$ cat config.mk
export PLATFORM = sky130hd
export DESIGN_NAME = uart_rx_fifo_leds
export DESIGN_NICKNAME = d
export VERILOG_FILES = /design/src/rtl/uart_rx_fifo_leds.sv
export SDC_FILE = /design/constraint.sdc
export NUM_CORES = 1
export LEC_CHECK = 0
export ABC_AREA = 0
export CORE_MARGIN = 3
export CORE_UTILIZATION = 62
export DETAILED_ROUTE_END_ITERATION = 10
export GPL_TIMING_DRIVEN = 0
export PLACE_DENSITY = 0.79
export SLEW_MARGIN = 15
export SYNTH_ARGS = -nofsm -noshare
export SYNTH_HDL_FRONTEND = slang
export SYNTH_SLANG_ARGS = --single-unit
$ cat constraint.sdc
create_clock -name clk -period 7.2 [get_ports clk]
set_clock_uncertainty 0.15 [all_clocks]
set_input_delay 0.72 -clock clk [delete_from_list [all_inputs] [get_ports clk]]
set_output_delay 0.72 -clock clk [all_outputs]
set_load 0.005 [all_outputs]
$ cat src/rtl/uart_rx_fifo_leds.sv
// UART receiver: 16x oversampling, majority vote, optional parity,
// FWFT FIFO, sticky error flags and active-low LED mirror.
module uart_rx_fifo_leds #(
    parameter int CLK_FREQ  = 100_000_000,
    parameter int BAUD      = 115_200,
    parameter int DATA_BITS = 8,
    parameter int PARITY    = 0,
    parameter int DEPTH     = 16
) (
    input  logic                   clk,
    input  logic                   rst,
    input  logic                   rx,
    input  logic                   rd_en,
    input  logic                   clr_err,
    output logic [DATA_BITS-1:0]   rd_data,
    output logic                   rd_valid,
    output logic [$clog2(DEPTH):0] fifo_count,
    output logic                   frame_err,
    output logic                   parity_err,
    output logic                   overrun,
    output logic                   rst_led,
    output logic                   WR2c_led,
    output logic [7:0]             leds
);

    localparam int DIV_RAW = CLK_FREQ / (BAUD * 16);
    localparam int DIV     = (DIV_RAW < 1) ? 1 : DIV_RAW;
    localparam int DW      = $clog2(DIV + 1);
    localparam int AW      = $clog2(DEPTH);
    localparam int BW      = $clog2(DATA_BITS);

    typedef enum logic [2:0] {IDLE, START, DATA, PAR, STOP} state_t;

    state_t               state;
    logic                 sync1;
    logic                 rxs;
    logic [DW-1:0]        div_cnt;
    logic                 tick;
    logic [3:0]           cnt;
    logic [BW-1:0]        bit_idx;
    logic [DATA_BITS-1:0] shreg;
    logic                 s7;
    logic                 s8;
    logic                 vote;
    logic                 par_bad;
    logic                 armed;
    logic                 resolve;
    logic                 accept;
    logic                 set_fe;
    logic                 set_pe;
    logic                 set_ov;
    logic [7:0]           ext;

    logic [DATA_BITS-1:0] mem [DEPTH];
    logic [AW-1:0]        wp;
    logic [AW-1:0]        rp;
    logic                 full;
    logic                 pop;
    logic                 push;

    always_ff @(posedge clk) begin
        if (rst) begin
            sync1 <= 1'b1;
            rxs   <= 1'b1;
        end else begin
            sync1 <= rx;
            rxs   <= sync1;
        end
    end

    assign tick = (div_cnt == DW'(DIV - 1));

    always_ff @(posedge clk) begin
        if (rst) begin
            div_cnt <= '0;
        end else begin
            div_cnt <= tick ? '0 : div_cnt + 1'b1;
        end
    end

    assign vote    = (s7 & s8) | (s7 & rxs) | (s8 & rxs);
    assign resolve = (state == STOP) && tick && (cnt == 4'd9);
    assign accept  = resolve && vote && !par_bad;
    assign set_fe  = resolve && !vote;
    assign set_pe  = resolve && vote && par_bad;

    // armed drops after a framing error so a held break cannot retrigger
    always_ff @(posedge clk) begin
        if (rst) begin
            state   <= IDLE;
            cnt     <= '0;
            bit_idx <= '0;
            shreg   <= '0;
            s7      <= 1'b1;
            s8      <= 1'b1;
            par_bad <= 1'b0;
            armed   <= 1'b1;
        end else if (tick) begin
            if (state != IDLE) begin
                cnt <= cnt + 1'b1;
            end
            if (cnt == 4'd7) begin
                s7 <= rxs;
            end
            if (cnt == 4'd8) begin
                s8 <= rxs;
            end
            unique case (state)
                IDLE: begin
                    if (!armed) begin
                        armed <= rxs;
                    end else if (!rxs) begin
                        state   <= START;
                        cnt     <= '0;
                        par_bad <= 1'b0;
                    end
                end
                START: begin
                    if (cnt == 4'd9 && vote) begin
                        state <= IDLE;
                    end else if (cnt == 4'd15) begin
                        state   <= DATA;
                        bit_idx <= '0;
                    end
                end
                DATA: begin
                    if (cnt == 4'd9) begin
                        shreg <= {vote, shreg[DATA_BITS-1:1]};
                    end
                    if (cnt == 4'd15) begin
                        if (bit_idx == BW'(DATA_BITS - 1)) begin
                            state <= (PARITY != 0) ? PAR : STOP;
                        end else begin
                            bit_idx <= bit_idx + 1'b1;
                        end
                    end
                end
                PAR: begin
                    if (cnt == 4'd9) begin
                        par_bad <= ((^shreg) ^ vote) != (PARITY == 1);
                    end
                    if (cnt == 4'd15) begin
                        state <= STOP;
                    end
                end
                STOP: begin
                    if (cnt == 4'd9) begin
                        state <= IDLE;
                        armed <= vote;
                    end
                end
                default: state <= IDLE;
            endcase
        end
    end

    assign rd_valid = (fifo_count != '0);
    assign full     = (fifo_count == (AW + 1)'(DEPTH));
    assign pop      = rd_en && rd_valid;
    assign push     = accept && (!full || pop);
    assign set_ov   = accept && full && !pop;
    assign rd_data  = mem[rp];

    always_ff @(posedge clk) begin
        if (push) begin
            mem[wp] <= shreg;
        end
    end

    always_ff @(posedge clk) begin
        if (rst) begin
            wp         <= '0;
            rp         <= '0;
            fifo_count <= '0;
        end else begin
            if (push) begin
                wp <= wp + 1'b1;
            end
            if (pop) begin
                rp <= rp + 1'b1;
            end
            if (push && !pop) begin
                fifo_count <= fifo_count + 1'b1;
            end else if (pop && !push) begin
                fifo_count <= fifo_count - 1'b1;
            end
        end
    end

    always_comb begin
        ext                  = '0;
        ext[DATA_BITS-1:0]   = shreg;
    end

    // a new error event wins over a coincident clear
    always_ff @(posedge clk) begin
        if (rst) begin
            frame_err  <= 1'b0;
            parity_err <= 1'b0;
            overrun    <= 1'b0;
            rst_led    <= 1'b0;
            WR2c_led   <= 1'b1;
            leds       <= 8'hFF;
        end else begin
            frame_err  <= set_fe | (frame_err & ~clr_err);
            parity_err <= set_pe | (parity_err & ~clr_err);
            overrun    <= set_ov | (overrun & ~clr_err);
            if (accept) begin
                leds     <= ~ext;
                rst_led  <= 1'b1;
                WR2c_led <= 1'b0;
            end
        end
    end

endmodule

==> flow_summary.yaml <==
sta:
  worstMarginPinSlew_ns: 0.859
  final.period_utilization_pct: 53.5
  setup_tns_ns: 0
  grt_setup_unrepaired: "no"
  period_minus_slack_ns: 3.85
  setup_viol_count_final: 0
  finalMaxSlewViolations: 0
  fmax_mhz: 259
  hold_violations: 0
  max_slew_margin_pct: 41.9
clock_network:
  clkSinkCount: 188
  numCtsBuffers: 17
  clockBufferDepth: 2
  hold_buffers: 0
  htree_levels: 4
  cts_resized: 0
  clk_latency_ns: 0.43
  cts_tree: "built"
  clkTransAtPathRegs_ns: 0.07
  cts-root-buf: "clkbuf_16"
  postCtsSetupBuffers: 0
logic_synthesis:
  syn_avg_cell_area_um2: 15.6
  yosysWarnings: 0
  synth.net_count: 518
  ys.flop_type: "edfxtp_1"
  post_synth_num_cell_types: 57
  syn-instance-count: 496
  synth-edff-count: 128
  synth.most_common_cell: "edfxtp_1"
  synth_area_leader_cell: "edfxtp_1"
  ys_top_cells_by_count: "128 x edfxtp_1, 60 x dfxtp_1, 40 x mux4_2, 40 x nor2_1, 17 x mux2i_1"
  synthDominantCellAreaShare_pct: 49.7
  async_reset_ff_share_pct: 0
  yosys-top-cells-area: "edfxtp_1 50%, dfxtp_1 16%, mux4_2 12%"
  ys_seq_area_share_pct: 65.2
  synth_seq_cells: 188
  synth.cell_area_mm2: 0.00774
final_layout:
  seqCellArea_mm2: 0.00504
  fillerInstances: 784
  finish.utilization_pct: 73.5
  num_antenna_cells: 0
  drive_gt1_share_pct: 16.6
  synthToLayoutAreaGrowth_pct: 15.1
  multi_input_comb_area_mm2: 0.00252
  nets: 568
critical_path:
  cp_max_fo: 10
  start_kind: "flip-flop"
  crit_arrival_ns: 2.98
  ff2ff_path_depth: 13
  end_kind: "output pin"
  regToRegEndpoint: "fifo_count[4]"
  cp.required_ns: 6.33
  rrSetupSlack_ns: 3.42
  reg2reg_from: "state[0]"
  worstSetupPathType: "flip-flop to output pin"
global_route:
  top_usage_layer: "met2"
  grt_pass1_vias: 4604
  use_met1_pct: 30.0
  grt_util_all_layers_pct: 24.1
  grt_pass1_wl_mm: 25.2
  grt_max_degree: 21
  grtUsageMet2_pct: 42.1
  use_met3_pct: 4.90
  antenna_found_initial: 0
  overflow: 0
power_and_ir_drop:
  total_power_uw: 2560
  p_leak_uw: 0.00310
  power_density_mw_per_mm2: 287
  vdd_drop_max_mv: 0.171
drt:
  ant_nets: 0
  drc: 0
  drt_wl_total_mm: 15.7
  firstDrtPassIters: 4
  vias_per_cell: 5.99
  drt_iter0_drc: 402
  vias: 4352
  wl_per_cell_um: 21.6
worst_hold_path:
  worstHoldEndpoint: "rxs"
  hold_path_class: "flip-flop to flip-flop"
  whs_path_depth: 1
  min_from: "sync1"
floorplanning:
  dieArea_mm2: 0.0139
  core_mm2: 0.0121
  fp.dieW_um: 118
  row_count: 40
  io_pins: 32
  start_util_pct: 63.9
  die-height_um: 118
status:
  outcome: "complete, no violations"
placement:
  hpwl_mm: 10.2
  io_buffers: 31
  gp_congestion: 0.839
flow_run:
  max_cap_violations: 0
[where the power goes]
group / switching (µW) / leakage [µW] / internal (µW) / total, µW
Sequential: 20.5 / 0.00167 / 1160 / 1180
Clock: 400 / 0.000307 / 618 / 1020
Combinational: 160 / 0.00112 / 206 / 365
[area by class of cell]
| cell class | instances | area share [%] |
|---|---|---|
| well taps | 168 | 2.36 |
| multi-input cells | 272 | 28.4 |
| inverters | 10 | 0.421 |
| repair buffers | 31 | 3.48 |
| flip-flops and latches | 188 | 56.6 |
| clock inverters | 14 | 2.44 |
| plain buffers | 26 | 1.48 |
| clock buffers | 18 | 4.82 |
[cells by family (layout without fill, tap and decap cells)]
group	Yosys count	after routing	share of synthesized area, %
DFF	188	188	65.2
AOI/OAI and AO/OA	46	46	4.07
and+or+nand+nor	130	130	9.28
adders and majority gates	18	18	3.02
buffers and inverters	36	99	2.18
xor gates and xnor gates	20	20	2.26
muxes	58	58	14.0
[critical path, cell delays in order, from the launching register on]
cell             delay (ns)
dfxtp_1                0.31
clkbuf_1               0.24
buf_2                  0.43
mux4_2                 0.61
mux4_2                 0.49
clkdlybuf4s50_1        0.48
[routing by layer]
metal | vias to the layer above | routed length [µm]
met5 | - | 0
met2 | 118 | 8350
met4 | 0 | 330
met3 | 26 | 669
li1 | 2003 | -
met1 | 2205 | 6340
[worst max path at each step]
stage / cells after the start / endpoint / slack (ns) / start
6_report: 5 / rd_data[7] / 3.35 / flip-flop
2_1_floorplan: 12 / fifo_count[4] / 3.96 / fifo_count[0]
5_1_grt: 13 / fifo_count[4] / 3.15 / state[0]
4_1_cts: 5 / rd_data[1] / 3.29 / flip-flop
3_3_place_gp: 12 / fifo_count[4] / 3.31 / rd_en
3_5_place_dp: 12 / fifo_count[4] / 3.19 / rd_en
[per-stage QoR]
| step | worst slack (ns) | cell area (µm²) | hold WS (ns) | instances |
|---|---|---|---|---|
| finish | 3.35 | 8910 | 0.265 | 727 |
| global route | 3.15 | 8910 | 0.282 | 727 |
| CTS | 3.29 | 8910 | 0.267 | 727 |
| detailed placement | 3.19 | 8260 | 0.247 | 695 |
| global placement | 3.31 | 8260 | 0.243 | 695 |
| floorplan | 3.96 | 7740 | 0.239 | 496 |
[flip-flops by register name (all words and copies together), names as in the netlist, 3 cells and up, named ones only]
| signal | flops |
|---|---|
| cnt | 4 |
| wp | 4 |
| mem | 128 |
| div_cnt | 6 |
| bit_idx | 3 |
| state | 3 |
| rp | 4 |
| ext | 8 |
| fifo_count | 5 |
| leds | 8 |
[cells in the final DEF, fill, tap and decap left out, drive strengths merged, types with 7 or more instances in the layout]
cell type      netlist  final
and3                14     14
nand2b               7      7
nor2                40     40
inv                 10     12
a211o                9      9
a21oi               16     16
nand2                8      8
dfxtp               60     60
ha                  16     16
clkdlybuf4s50        0     31
mux2i               17     17
buf                 10     10
mux4                40     40
and2                 7      7
nor3                15     15
edfxtp             128    128
nand3               10     10
xnor2               16     16
clkbuf              16     34
No activity file was read; power rests on OpenSTA's default activity.
